[src/rtl/riscv_dmi_responder_if.sv]
// DMI request/response channel plus the register-bus port of the responder.
// The slave modport is the responder's view; master is the DTM/register-file side.
interface riscv_dmi_responder_if #(
    parameter int ADDR_WIDTH = 7,
    parameter int DATA_WIDTH = 32
);
    logic                  req_valid_i;
    logic                  req_ready_o;
    logic [ADDR_WIDTH-1:0] req_addr_i;
    logic [DATA_WIDTH-1:0] req_data_i;
    logic [1:0]            req_op_i;
    logic                  resp_valid_o;
    logic                  resp_ready_i;
    logic [DATA_WIDTH-1:0] resp_data_o;
    logic [1:0]            resp_op_o;
    logic                  reg_req_o;
    logic                  reg_we_o;
    logic [ADDR_WIDTH-1:0] reg_addr_o;
    logic [DATA_WIDTH-1:0] reg_wdata_o;
    logic                  reg_ack_i;
    logic                  reg_err_i;
    logic [DATA_WIDTH-1:0] reg_rdata_i;

    modport slave (
        input  req_valid_i, req_addr_i, req_data_i, req_op_i, resp_ready_i,
               reg_ack_i, reg_err_i, reg_rdata_i,
        output req_ready_o, resp_valid_o, resp_data_o, resp_op_o,
               reg_req_o, reg_we_o, reg_addr_o, reg_wdata_o
    );

    modport master (
        output req_valid_i, req_addr_i, req_data_i, req_op_i, resp_ready_i,
               reg_ack_i, reg_err_i, reg_rdata_i,
        input  req_ready_o, resp_valid_o, resp_data_o, resp_op_o,
               reg_req_o, reg_we_o, reg_addr_o, reg_wdata_o
    );
endinterface

[src/rtl/riscv_dmi_responder.sv]
// DMI target-side responder: one request at a time, single-outstanding register
// bus access with timeout, SUCCESS/FAILED response.
//
// Handshakes: a transfer happens on a rising edge where valid and ready are both
// high; valid is held with its payload stable until that edge, and ready/valid
// outputs here depend on state registers only.
module riscv_dmi_responder #(
    parameter int                    ADDR_WIDTH     = 7,
    parameter int                    DATA_WIDTH     = 32,
    parameter logic [ADDR_WIDTH-1:0] ADDR_LIMIT     = 7'h7F,
    parameter int                    TIMEOUT_CYCLES = 64
) (
    input  logic                       clk_i,
    input  logic                       rstn_i,
    riscv_dmi_responder_if.slave       bus,
    output logic [1:0]                 state_o
);
    typedef enum logic [1:0] {
        S_IDLE   = 2'd0,
        S_ACCESS = 2'd1,
        S_RESP   = 2'd2
    } state_e;

    localparam logic [1:0] OP_NOP     = 2'd0;
    localparam logic [1:0] OP_WRITE   = 2'd2;
    localparam logic [1:0] OP_RSVD    = 2'd3;
    localparam logic [1:0] RD_SUCCESS = 2'd0;
    localparam logic [1:0] RD_FAILED  = 2'd2;

    // A zero timeout still needs a 1-bit counter to keep the logic legal.
    localparam int CNT_W = (TIMEOUT_CYCLES > 0) ? $clog2(TIMEOUT_CYCLES + 1) : 1;
    localparam logic [CNT_W-1:0] CNT_LAST = (TIMEOUT_CYCLES > 0) ? CNT_W'(TIMEOUT_CYCLES - 1) : '0;
    localparam logic [CNT_W-1:0] CNT_MAX  = '1;

    state_e                state_q, state_d;
    logic [ADDR_WIDTH-1:0] addr_q, addr_d;
    logic [DATA_WIDTH-1:0] wdata_q, wdata_d;
    logic                  we_q, we_d;
    logic [CNT_W-1:0]      cnt_q, cnt_d;
    logic [DATA_WIDTH-1:0] rdata_q, rdata_d;
    logic [1:0]            rop_q, rop_d;
    logic                  out_of_range;
    logic                  in_access;

    // Compared one bit wider so a full-range limit is not a constant compare.
    assign out_of_range = {1'b0, bus.req_addr_i} > {1'b0, ADDR_LIMIT};

    always_comb begin
        state_d = state_q;
        addr_d  = addr_q;
        wdata_d = wdata_q;
        we_d    = we_q;
        cnt_d   = cnt_q;
        rdata_d = rdata_q;
        rop_d   = rop_q;
        case (state_q)
            S_IDLE: begin
                if (bus.req_valid_i) begin
                    addr_d  = bus.req_addr_i;
                    wdata_d = bus.req_data_i;
                    we_d    = (bus.req_op_i == OP_WRITE);
                    cnt_d   = '0;
                    rdata_d = '0;
                    if (bus.req_op_i == OP_NOP) begin
                        rop_d   = RD_SUCCESS;
                        state_d = S_RESP;
                    end else if (bus.req_op_i == OP_RSVD || out_of_range) begin
                        rop_d   = RD_FAILED;
                        state_d = S_RESP;
                    end else begin
                        state_d = S_ACCESS;
                    end
                end
            end
            S_ACCESS: begin
                if (bus.reg_ack_i) begin
                    rdata_d = (bus.reg_err_i || we_q) ? '0 : bus.reg_rdata_i;
                    rop_d   = bus.reg_err_i ? RD_FAILED : RD_SUCCESS;
                    state_d = S_RESP;
                end else if (TIMEOUT_CYCLES != 0 && cnt_q == CNT_LAST) begin
                    rdata_d = '0;
                    rop_d   = RD_FAILED;
                    state_d = S_RESP;
                end else if (cnt_q != CNT_MAX) begin
                    cnt_d = cnt_q + 1'b1;
                end
            end
            S_RESP: begin
                if (bus.resp_ready_i) state_d = S_IDLE;
            end
            default: state_d = S_IDLE;
        endcase
    end

    always_ff @(posedge clk_i or negedge rstn_i) begin
        if (!rstn_i) begin
            state_q <= S_IDLE;
            addr_q  <= '0;
            wdata_q <= '0;
            we_q    <= 1'b0;
            cnt_q   <= '0;
            rdata_q <= '0;
            rop_q   <= RD_SUCCESS;
        end else begin
            state_q <= state_d;
            addr_q  <= addr_d;
            wdata_q <= wdata_d;
            we_q    <= we_d;
            cnt_q   <= cnt_d;
            rdata_q <= rdata_d;
            rop_q   <= rop_d;
        end
    end

    assign in_access        = (state_q == S_ACCESS);
    assign bus.req_ready_o  = (state_q == S_IDLE);
    assign bus.resp_valid_o = (state_q == S_RESP);
    assign bus.resp_data_o  = rdata_q;
    assign bus.resp_op_o    = rop_q;
    assign bus.reg_req_o    = in_access;
    assign bus.reg_we_o     = in_access & we_q;
    assign bus.reg_addr_o   = in_access ? addr_q : '0;
    assign bus.reg_wdata_o  = in_access ? wdata_q : '0;
    assign state_o          = state_q;
endmodule

[src/flat_wrapper.sv]
// flat-port wrapper written by rule: the top's interface ports become plain ports
module riscv_dmi_responder_flat 
#(
    parameter int                    ADDR_WIDTH     = 7,
    parameter int                    DATA_WIDTH     = 32,
    parameter logic [ADDR_WIDTH-1:0] ADDR_LIMIT     = 7'h7F,
    parameter int                    TIMEOUT_CYCLES = 64
)
  (clk_i, rstn_i, state_o, bus_req_valid_i, bus_req_addr_i, bus_req_data_i, bus_req_op_i, bus_resp_ready_i, bus_reg_ack_i, bus_reg_err_i, bus_reg_rdata_i, bus_req_ready_o, bus_resp_valid_o, bus_resp_data_o, bus_resp_op_o, bus_reg_req_o, bus_reg_we_o, bus_reg_addr_o, bus_reg_wdata_o);
  riscv_dmi_responder_if #(.ADDR_WIDTH(ADDR_WIDTH), .DATA_WIDTH(DATA_WIDTH)) bus_i ();
  input  logic clk_i;
  input  logic rstn_i;
  output logic [1:0] state_o;
  input wire logic [$bits(bus_i.req_valid_i)-1:0] bus_req_valid_i;
  input wire logic [$bits(bus_i.req_addr_i)-1:0] bus_req_addr_i;
  input wire logic [$bits(bus_i.req_data_i)-1:0] bus_req_data_i;
  input wire logic [$bits(bus_i.req_op_i)-1:0] bus_req_op_i;
  input wire logic [$bits(bus_i.resp_ready_i)-1:0] bus_resp_ready_i;
  input wire logic [$bits(bus_i.reg_ack_i)-1:0] bus_reg_ack_i;
  input wire logic [$bits(bus_i.reg_err_i)-1:0] bus_reg_err_i;
  input wire logic [$bits(bus_i.reg_rdata_i)-1:0] bus_reg_rdata_i;
  output wire logic [$bits(bus_i.req_ready_o)-1:0] bus_req_ready_o;
  output wire logic [$bits(bus_i.resp_valid_o)-1:0] bus_resp_valid_o;
  output wire logic [$bits(bus_i.resp_data_o)-1:0] bus_resp_data_o;
  output wire logic [$bits(bus_i.resp_op_o)-1:0] bus_resp_op_o;
  output wire logic [$bits(bus_i.reg_req_o)-1:0] bus_reg_req_o;
  output wire logic [$bits(bus_i.reg_we_o)-1:0] bus_reg_we_o;
  output wire logic [$bits(bus_i.reg_addr_o)-1:0] bus_reg_addr_o;
  output wire logic [$bits(bus_i.reg_wdata_o)-1:0] bus_reg_wdata_o;
  assign bus_i.req_valid_i = bus_req_valid_i;
  assign bus_i.req_addr_i = bus_req_addr_i;
  assign bus_i.req_data_i = bus_req_data_i;
  assign bus_i.req_op_i = bus_req_op_i;
  assign bus_i.resp_ready_i = bus_resp_ready_i;
  assign bus_i.reg_ack_i = bus_reg_ack_i;
  assign bus_i.reg_err_i = bus_reg_err_i;
  assign bus_i.reg_rdata_i = bus_reg_rdata_i;
  assign bus_req_ready_o = bus_i.req_ready_o;
  assign bus_resp_valid_o = bus_i.resp_valid_o;
  assign bus_resp_data_o = bus_i.resp_data_o;
  assign bus_resp_op_o = bus_i.resp_op_o;
  assign bus_reg_req_o = bus_i.reg_req_o;
  assign bus_reg_we_o = bus_i.reg_we_o;
  assign bus_reg_addr_o = bus_i.reg_addr_o;
  assign bus_reg_wdata_o = bus_i.reg_wdata_o;
  riscv_dmi_responder #(.ADDR_WIDTH(ADDR_WIDTH), .DATA_WIDTH(DATA_WIDTH), .ADDR_LIMIT(ADDR_LIMIT), .TIMEOUT_CYCLES(TIMEOUT_CYCLES)) u_core (.clk_i(clk_i), .rstn_i(rstn_i), .bus(bus_i), .state_o(state_o));
endmodule
[config.mk]
export PLATFORM = sky130hd
export DESIGN_NAME = riscv_dmi_responder_flat
export DESIGN_NICKNAME = d
export VERILOG_FILES = /design/src/rtl/riscv_dmi_responder_if.sv /design/src/rtl/riscv_dmi_responder.sv /design/src/flat_wrapper.sv
export SDC_FILE = /design/constraint.sdc
export NUM_CORES = 1
export LEC_CHECK = 0
export CAP_MARGIN = 20
export CORE_ASPECT_RATIO = 2
export CORE_UTILIZATION = 42
export CTS_CLUSTER_SIZE = 12
export DETAILED_ROUTE_END_ITERATION = 6
export GPL_ROUTABILITY_DRIVEN = 0
export HOLD_SLACK_MARGIN = 0.15
export PLACE_DENSITY = 0.8
export SLEW_MARGIN = 20
export SYNTH_ARGS = -nofsm -noshare
export SYNTH_HDL_FRONTEND = slang
export SYNTH_SLANG_ARGS = --single-unit
export TNS_END_PERCENT = 20
[constraint.sdc]
create_clock -name clk_i -period 1.7 [get_ports clk_i]
set_input_delay 0.34 -clock clk_i [delete_from_list [all_inputs] [get_ports clk_i]]
set_output_delay 0.34 -clock clk_i [all_outputs]
set_load 0.1 [all_outputs]
==> results.cfg, run 1 <==
[clock_network]
clk_latency_ns = 0.35
cts.clk_slew.worst_paths_ns = 0.06
cts.sinks = 82
cts_buffer_depth = 2
cts_tree = yes
cts_root_buf = clkbuf_16
htreeDepth = 3
numCtsBuffers = 9

[final_layout]
fin_nets = 540
drive_gt1_share_pct = 46.6
synthToLayoutAreaGrowth_pct = 89.7
antenna_cells = 0
final_core_util_pct = 82.3

[synthesis]
syn_area_mm2 = 0.00360
yosys-top-cells-count = dfrtp_1, and2_1, mux2_2
synth.distinct_cells = 37
syn-num-nets = 361
syn-instance-count = 278
synth_most_common_cell = dfrtp_1
synthArstFlopShare_pct = 100
ys_seq_area_share_pct = 57.0
synth_ff_type = dfrtp_1
synthTopCellsByArea = dfrtp_1, mux2_2, a22o_1
ys_seq_elements = 82
synth.avg_cell_area_um2 = 12.9
synth_warnings = 0
yosysTopAreaCell = dfrtp_1
synth_top_cell_area_share_pct = 57.0
synth_edf_count = 0

[detailed_routing]
wirelength_mm = 11.8
vias = 2966
wire_per_inst_um = 21.0
dr.pass1.iters = 5
drc = 0
drtAntennaViolNets = 0
vias_per_cell = 5.31
drt_iter0_markers = 149

[global_routing]
grt_usage_pct = 26.5
grt_remaining_overflow = 0
antenna_found_initial = 0
grt_pass1_vias = 3154
grt_pass1_wl_mm = 16.8
grt_max_degree = 34

[setup_path]
crit_end = bus_reg_wdata_o[5]
ff2ff_path_depth = 5
crit_required_ns = 1.36
criticalPathCategory = register to primary output
cp-end-kind = primary output
reg2reg_to = u_core.wdata_q[9]
worstReg2RegStart = u_core.state_o[0]
r2r_slack_ns = 0.04
cp.arrival_ns = 1.60
cp_max_fo = 9
cp-start-kind = register
startpoint = u_core.state_o[1]

[timing]
max_freq_ghz = 0.516
rsz0062_at_grt = yes
hold_viol_final = 0
slew_viol_final = 0
whs_ns = 0.475
clock_skew_ns = 0.0112
finalSetupViolCount = 43
period_minus_slack_ns = 1.94
min_period_over_period_pct = 114
setup_slack_ns = -0.240

[power]
leakage_uw = 0.00297
power.density_mw_per_mm2 = 1760
ir_drop_mv = 1.34

[placed_design]
port_buffers = 156
dp_hpwl_mm = 7.88
post-place-ws_ns = -0.146

[status]
status = finished with violations
violations = setup timing

[die]
rows = 47
io_pins = 158
die_x_um = 67.4
core_area_mm2 = 0.00829
die_y_um = 133
initial_core_util_pct = 43.4
dieArea_mm2 = 0.00896

[run]
cap_viol_max_count = 0

[worst_hold_path]
hold_path.class = input pin to asynchronous set/reset pin
worst max-delay path: stages, from the launching register on:
cell	delay (ns)
dfrtp_4	0.49
nor2b_4	0.16
buf_6	0.14
clkbuf_16	0.15
and2_4	0.15
buf_12	0.16
cell type report:
cell class,count,area [um2]
timing repair buffer,185,2730
fill,423,1470
clock buffer,10,239
clock inverter,5,103
tap,98,123
inverter,7,28.8
sequential,82,2060
multi-input combinational,172,1540
where the power goes:
part           total (uW)  internal, uW  switching (uW)
Clock                2250          1460             789
Combinational        6710          2800            3910
Sequential           3070          2600             467
Total               12000          6860            5170
metal layers:
| layer | global-route usage [%] | up-vias | wire, um |
|---|---|---|---|
| met2 | 45.7 | 130 | 6720 |
| met1 | 27.9 | 1468 | 3910 |
| met5 | 0 | - | 0 |
| met3 | 4.66 | 36 | 483 |
| met4 | 18.1 | 0 | 648 |
| li1 | - | 1332 | - |
registers in the layout, summed over array words and instances, names as in the netlist:
register / cells
u_core.bus.resp_data_o: 32
u_core.addr_q: 7
u_core.we_q: 1
u_core.bus.resp_op_o: 1
u_core.cnt_q: 7
u_core.wdata_q: 32
u_core.state_o: 2
cell usage in the layout (no fill, tap or decap), drive strengths merged, types with 2 or more instances in the layout:
cell / count
mux2: 40
bufinv: 3
nand3: 3
clkdlybuf4s50: 77
ha: 4
buf: 105
nand3b: 2
a22o: 32
nand2b: 2
nor3: 3
nand2: 5
o21ai: 6
o211ai: 2
inv: 7
nor2b: 4
a211oi: 3
clkbuf: 12
dfrtp: 82
nor2: 10
a21oi: 3
a31oi: 3
and2: 40
through the flow:
stage	area, um2	power [uW]	setup TNS (ns)	std cells
after floorplan	3760	7070	-4.13	278
after global placement	6290	9290	-5.96	535
after detailed placement	6290	9440	-7.55	535
after CTS	6740	11900	-9.50	557
after global routing	6830	12400	-10.66	559
final	6830	12000	-9.09	559
worst min-delay path by stage:
stage	start	end	cells after the start	slack, ns
after floorplan	rstn_i	u_core.addr_q[0]	0	0.04
after global placement	rstn_i	u_core.wdata_q[28]	1	0.28
after detailed placement	rstn_i	u_core.wdata_q[28]	1	0.29
after CTS	rstn_i	u_core.wdata_q[28]	2	0.48
after global routing	u_core.wdata_q[29]	u_core.wdata_q[29]	1	0.49
final	rstn_i	u_core.wdata_q[28]	2	0.47
kinds of logic (layout without fill, tap and decap cells):
group	count (synthesis)	in the layout	synth area share, %
other	1	1	0.104
DFF	82	82	57.0
and+or+nand+nor	74	74	12.9
buffers and inverters	24	207	4.07
AOI/OAI and AO/OA	52	52	11.7
adders and majority gates	4	4	1.39
muxes	41	41	12.8
repair_timing:
item                       CTS  global route
gates cloned                 1             2
setup endpoints to repair   43            78
gates resized for setup      6             9
hold endpoints to repair    25             0
setup buffers                5             0
pin swaps                   12             0
hold buffers                 1             0
Power figures use the tool's default switching activity.
==> run 2, diff against run 1 <==
--- a/config.mk
+++ b/config.mk
@@ -14,3 +14,3 @@
 export HOLD_SLACK_MARGIN = 0.15
-export PLACE_DENSITY = 0.8
+export PLACE_DENSITY = 0.9
 export SLEW_MARGIN = 20
==> constraint.sdc (replaced) <==
create_clock -name clk_i -period 1.7 [get_ports clk_i]
set_input_delay 0.17 -clock clk_i [delete_from_list [all_inputs] [get_ports clk_i]]
set_output_delay 0.17 -clock clk_i [all_outputs]
set_load 0.1 [all_outputs]
==> run 2 against run 1 <==
The flow still finishes with violations (setup timing). First-iteration DRC count shrank 33%. Setup slack gained 0.16 ns. Utilization shrank 6.6 points. Critical path depth is the same. Wire length shrank 13%. Clock power shrank 9.8%. Count of clock-buffer cells in the layout is the same. Non-clock buffer count shrank 5. Hold slack lost 0.17 ns. Global-route usage shrank 3.0 points. Final cell count shrank 0.89%. Via count shrank 2.3%.
==> results.cfg, run 2 (synthesized netlist as in run 1, its figures left out) <==
[clock_network]
cts.clk_slew.worst_paths_ns = 0.06
clk_latency_ns = 0.33
cts.sinks = 82
numCtsBuffers = 9
cts_tree = yes
htreeDepth = 3
cts_root_buf = clkbuf_16
cts_buffer_depth = 2

[timing]
max_freq_ghz = 0.562
clock_skew_ns = 0.00665
slew_viol_final = 0
fin_setup_tns_ns = -2.44
finalSetupViolCount = 41
hold_viol_final = 0
min_period_over_period_pct = 105
whs_ns = 0.301
rsz0062_at_grt = yes
period_minus_slack_ns = 1.78
setup_slack_ns = -0.0797

[global_routing]
grt_max_degree = 33
grt_usage_pct = 23.5
grt_pass1_wl_mm = 15.6
grt_pass1_vias = 3306
grt_remaining_overflow = 0
antenna_found_initial = 0

[setup_path]
startpoint = u_core.state_o[1]
crit_required_ns = 1.53
critical_path.cell_chain = nor2b_4 -> buf_6 -> buf_12 -> and2_2 -> buf_12
cp_slowest_stage_delay_ns = 0.50
cp-end-kind = primary output
r2r_slack_ns = 0.05
reg2reg_to = u_core.bus.resp_data_o[25]
cp_max_fo = 19
crit_top_cell = buf_12
cp.arrival_ns = 1.61
ff2ff_path_depth = 6
worstReg2RegStart = u_core.state_o[0]
cp-start-kind = register
cpMaxStageDelayCell = dfrtp_4
criticalPathCategory = register to primary output

[final_layout]
regArea_mm2 = 0.00206
synthToLayoutAreaGrowth_pct = 74.6
layout_common_cells = dfrtp_1, clkdlybuf4s50_1, buf_12, buf_4, mux2_2
antenna_cells = 0
fin_nets = 535
final_cells = 554
multi_input_area_mm2 = 0.00155
nFillCells = 508
final_common_cell = dfrtp_1
drive_gt1_share_pct = 46.5
final_core_util_pct = 75.8

[detailed_routing]
vias = 2899
drtAntennaViolNets = 0
wire_per_inst_um = 18.4
wirelength_mm = 10.2
drc = 0
drt_iter0_markers = 100
dr.pass1.iters = 4
vias_per_cell = 5.23

[die]
die_x_um = 67.4
initial_core_util_pct = 43.4
rows = 47
dieArea_mm2 = 0.00896
io_pins = 158
die_y_um = 133
core_area_mm2 = 0.00829

[power]
leakage_uw = 0.00280
power.density_mw_per_mm2 = 1780
ir_drop_mv = 1.09

[placed_design]
dp.cells = 529
post-place-ws_ns = -0.0674
port_buffers = 156
dp_hpwl_mm = 7.21

[status]
status = finished with violations
violations = setup timing

[run]
cap_viol_max_count = 0

[worst_hold_path]
hold_path.class = input pin to asynchronous set/reset pin
==> run 2: cell type report <==
class                           count  share of cell area [%]
Clock buffer                       10                    3.65
Clock inverter                      5                    1.27
Inverter                            7                   0.418
Multi-Input combinational cell    172                    24.7
Sequential cell                    82                    32.8
Tap cell                           98                    1.95
Timing Repair Buffer              180                    35.2
==> run 2: metrics by stage <==
step / total power, uW / area (um2)
floorplan: 6930 / 3710
global placement: 8740 / 5780
detailed placement: 8890 / 5780
CTS: 11200 / 6220
global route: 11600 / 6280
finish: 11200 / 6280
==> run 2: timing repair <==
item / CTS / global route
hold buffers: 1 / 0
pin swaps: 16 / 3
setup endpoints to repair: 69 / 104
setup buffers: 5 / 3
hold endpoints to repair: 59 / 0
gates cloned: 1 / 1
resized for setup: 21 / 11
==> run 2: report_power, final <==
group | total (uW) | switching, uW | internal [uW]
sequential | 2990 | 391 | 2600
combinational | 6170 | 3800 | 2370
clock | 2030 | 758 | 1280
==> run 2: worst max path at each step <==
stage                                       to
floorplan                    bus_reg_addr_o[6]
global placement    u_core.bus.resp_data_o[28]
detailed placement   u_core.bus.resp_data_o[1]
CTS                        bus_reg_wdata_o[10]
global route               bus_reg_wdata_o[10]
finish                     bus_reg_wdata_o[20]
==> run 2: worst max-delay path, delay by kind of cell (launching register included) <==
kind,cells,cell delay (ns)
flops,1,0.50
simple gates,2,0.32
buf+inv,3,0.44
==> run 2: layer usage <==
layer	routed length [um]	track usage (%)	vias up	share of wire [%]
met3	752	6.38	35	7.4
met4	471	15.0	0	4.6
met1	3370	21.8	1399	33
met2	5580	42.4	138	55
met5	0	0	-	0
li1	-	-	1327	-
==> run 3, diff against run 2 <==
- TNS_END_PERCENT: 20 -> not set
==> run 3 against run 2 <==
Largest power group unchanged. Critical path depth unchanged. Count of clock-buffer cells in the layout up 4. Wire length up 10%. Hold slack better by 0.058 ns. Clock power down 5%. The run still ends with setup timing left. Via count up 2.6%. Fmax down 1.6%. Flip-flop and latch count unchanged. Largest cell class unchanged. Design area up 3.5%. Non-clock buffer count up 5. Setup slack worse by 0.029 ns. Register-to-register slack worse by 0.04 ns.
==> results.cfg, run 3 (synthesized netlist as in run 1, its figures left out) <==
[die]
rows = 47
die_y_um = 133
core_area_mm2 = 0.00829
initial_core_util_pct = 43.4
dieArea_mm2 = 0.00896
io_pins = 158
die_x_um = 67.4

[status]
status = finished with violations
violations = setup timing

[timing]
whs_ns = 0.358
finalSetupViolCount = 42
clock_skew_ns = 0.00460
min_period_over_period_pct = 106
period_minus_slack_ns = 1.81
hold_viol_final = 0
slew_headroom_pct = 65.5
max_freq_ghz = 0.553
setup_slack_ns = -0.108
rsz0062_at_grt = yes
slew_viol_final = 0
tightestPinTransition_ns = 0.518

[setup_path]
critical_path.cell_chain = nor2b_4 -> buf_6 -> clkbuf_16 -> and2_4 -> buf_12
crit_buf_inv = 3
cp_top_family = flip-flops
criticalPathCategory = register to primary output
worstReg2RegStart = u_core.state_o[0]
cp_max_fo = 8
cp.arrival_ns = 1.64
r2r_slack_ns = 0.01
cp_slowest_stage_delay_ns = 0.50
cp-start-kind = register
cp-end-kind = primary output
cpMaxStageDelayCell = dfrtp_4
reg2reg_to = u_core.addr_q[3]
crit_required_ns = 1.53
ff2ff_path_depth = 5

[detailed_routing]
dr.pass1.iters = 4
vias = 2973
drtAntennaViolNets = 0
wirelength_mm = 11.2
drt_iter0_markers = 159
wire_per_inst_um = 20.0
drc = 0
vias_per_cell = 5.30

[global_routing]
grt_usage_pct = 24.0
grt-busiest-layer = met2
grt_remaining_overflow = 0
antenna_found_initial = 0
use_met3_pct = 5.26
grt.met1_usage_pct = 22.1
grt_max_degree = 39
use_met2_pct = 45.3
grt_pass1_vias = 3311
grt_pass1_wl_mm = 15.7

[clock_network]
cts.sinks = 82
clk_latency_ns = 0.33
cts.clk_slew.worst_paths_ns = 0.06
cts_buffer_depth = 2
numCtsBuffers = 9
cts_root_buf = clkbuf_16
cts_tree = yes
htreeDepth = 3

[power]
ir_drop_mv = 1.13
power.density_mw_per_mm2 = 1790
leakage_uw = 0.00295

[placed_design]
placed_cell_area_mm2 = 0.00578
dp_hpwl_mm = 7.37
port_buffers = 156

[final_layout]
design_area_mm2 = 0.00650
layout_common_cells = dfrtp_1, clkdlybuf4s50_1, buf_12, buf_4, and2_4
synthToLayoutAreaGrowth_pct = 80.8
antenna_cells = 0
fin_nets = 541
final_common_cell = dfrtp_1
nFillCells = 483
drive_gt1_share_pct = 46.4

[run]
cap_viol_max_count = 0

[worst_hold_path]
hold_path.class = input pin to asynchronous set/reset pin
run 3: changes by cell type in the layout (fill, tap and decap cells not counted), sizes merged:
| cell | change |
|---|---|
| clkbuf | +7 |
| bufinv | -1 |
| clkinvlp | -2 |
| buf | +2 |
| nand2 | +1 |
run 3: how the worst max path moves through the flow:
stage,startpoint,endpoint,cells after the start
floorplan,u_core.state_o[0],bus_reg_addr_o[6],3
global route,u_core.state_o[1],bus_reg_wdata_o[13],5
finish,u_core.state_o[1],bus_reg_addr_o[6],5
CTS,u_core.state_o[1],bus_reg_wdata_o[0],5
global placement,bus_req_valid_i,u_core.addr_q[0],5
detailed placement,bus_req_valid_i,u_core.addr_q[0],5
run 3: cell type report:
cell class | instances | area (um2) | share of cell area, %
timing repair buffer | 185 | 2350 | 36.2
sequential | 82 | 2060 | 31.7
multi-input combinational | 173 | 1640 | 25.3
clock buffer | 14 | 264 | 4.06
tap | 98 | 123 | 1.89
clock inverter | 2 | 35.0 | 0.539
inverter | 7 | 26.3 | 0.404
run 3: worst reg2reg max path, stage by stage (launching register included):
cell and delay [ns]:
dfrtp_4 0.47, buf_6 0.13, nand2b_4 0.15, nor2_4 0.26, buf_6 0.22, mux2_2 0.36
run 3: repair_timing:
item	in CTS	in global routing
hold buffers	1	0
endpoints found under the setup margin	55	102
hold endpoints to repair	36	0
cloned	2	5
pin swaps	9	25
setup buffers	6	3
resized for setup	21	45
run 3: per-stage QoR:
step / power (uW) / TNS, ns / setup WS (ns) / util (%) / cells
after floorplan: 6940 / -2.14 / -0.0801 / - / 278
after global placement: 8730 / 0 / 0.0340 / 69.7 / 528
after detailed placement: 8890 / -0.263 / -0.0282 / 69.7 / 528
after CTS: 11100 / -2.35 / -0.0836 / 75.2 / 553
after global routing: 12000 / -6.24 / -0.143 / 78.4 / 561
final: 11600 / -3.60 / -0.108 / 78.4 / 561
run 3: power by group:
part	switching [uW]	leakage [uW]	internal, uW
Combinational	3950	0.00176	2730
Clock	716	0.000147	1220
Sequential	407	0.00104	2600
run 3: per-layer routing:
metal | wire [um] | part of all wire, % | up-vias
met5 | 0 | 0 | -
met4 | 359 | 3.2 | 0
met3 | 595 | 5.3 | 24
met2 | 6530 | 58 | 123
met1 | 3750 | 33 | 1487
li1 | - | - | 1339
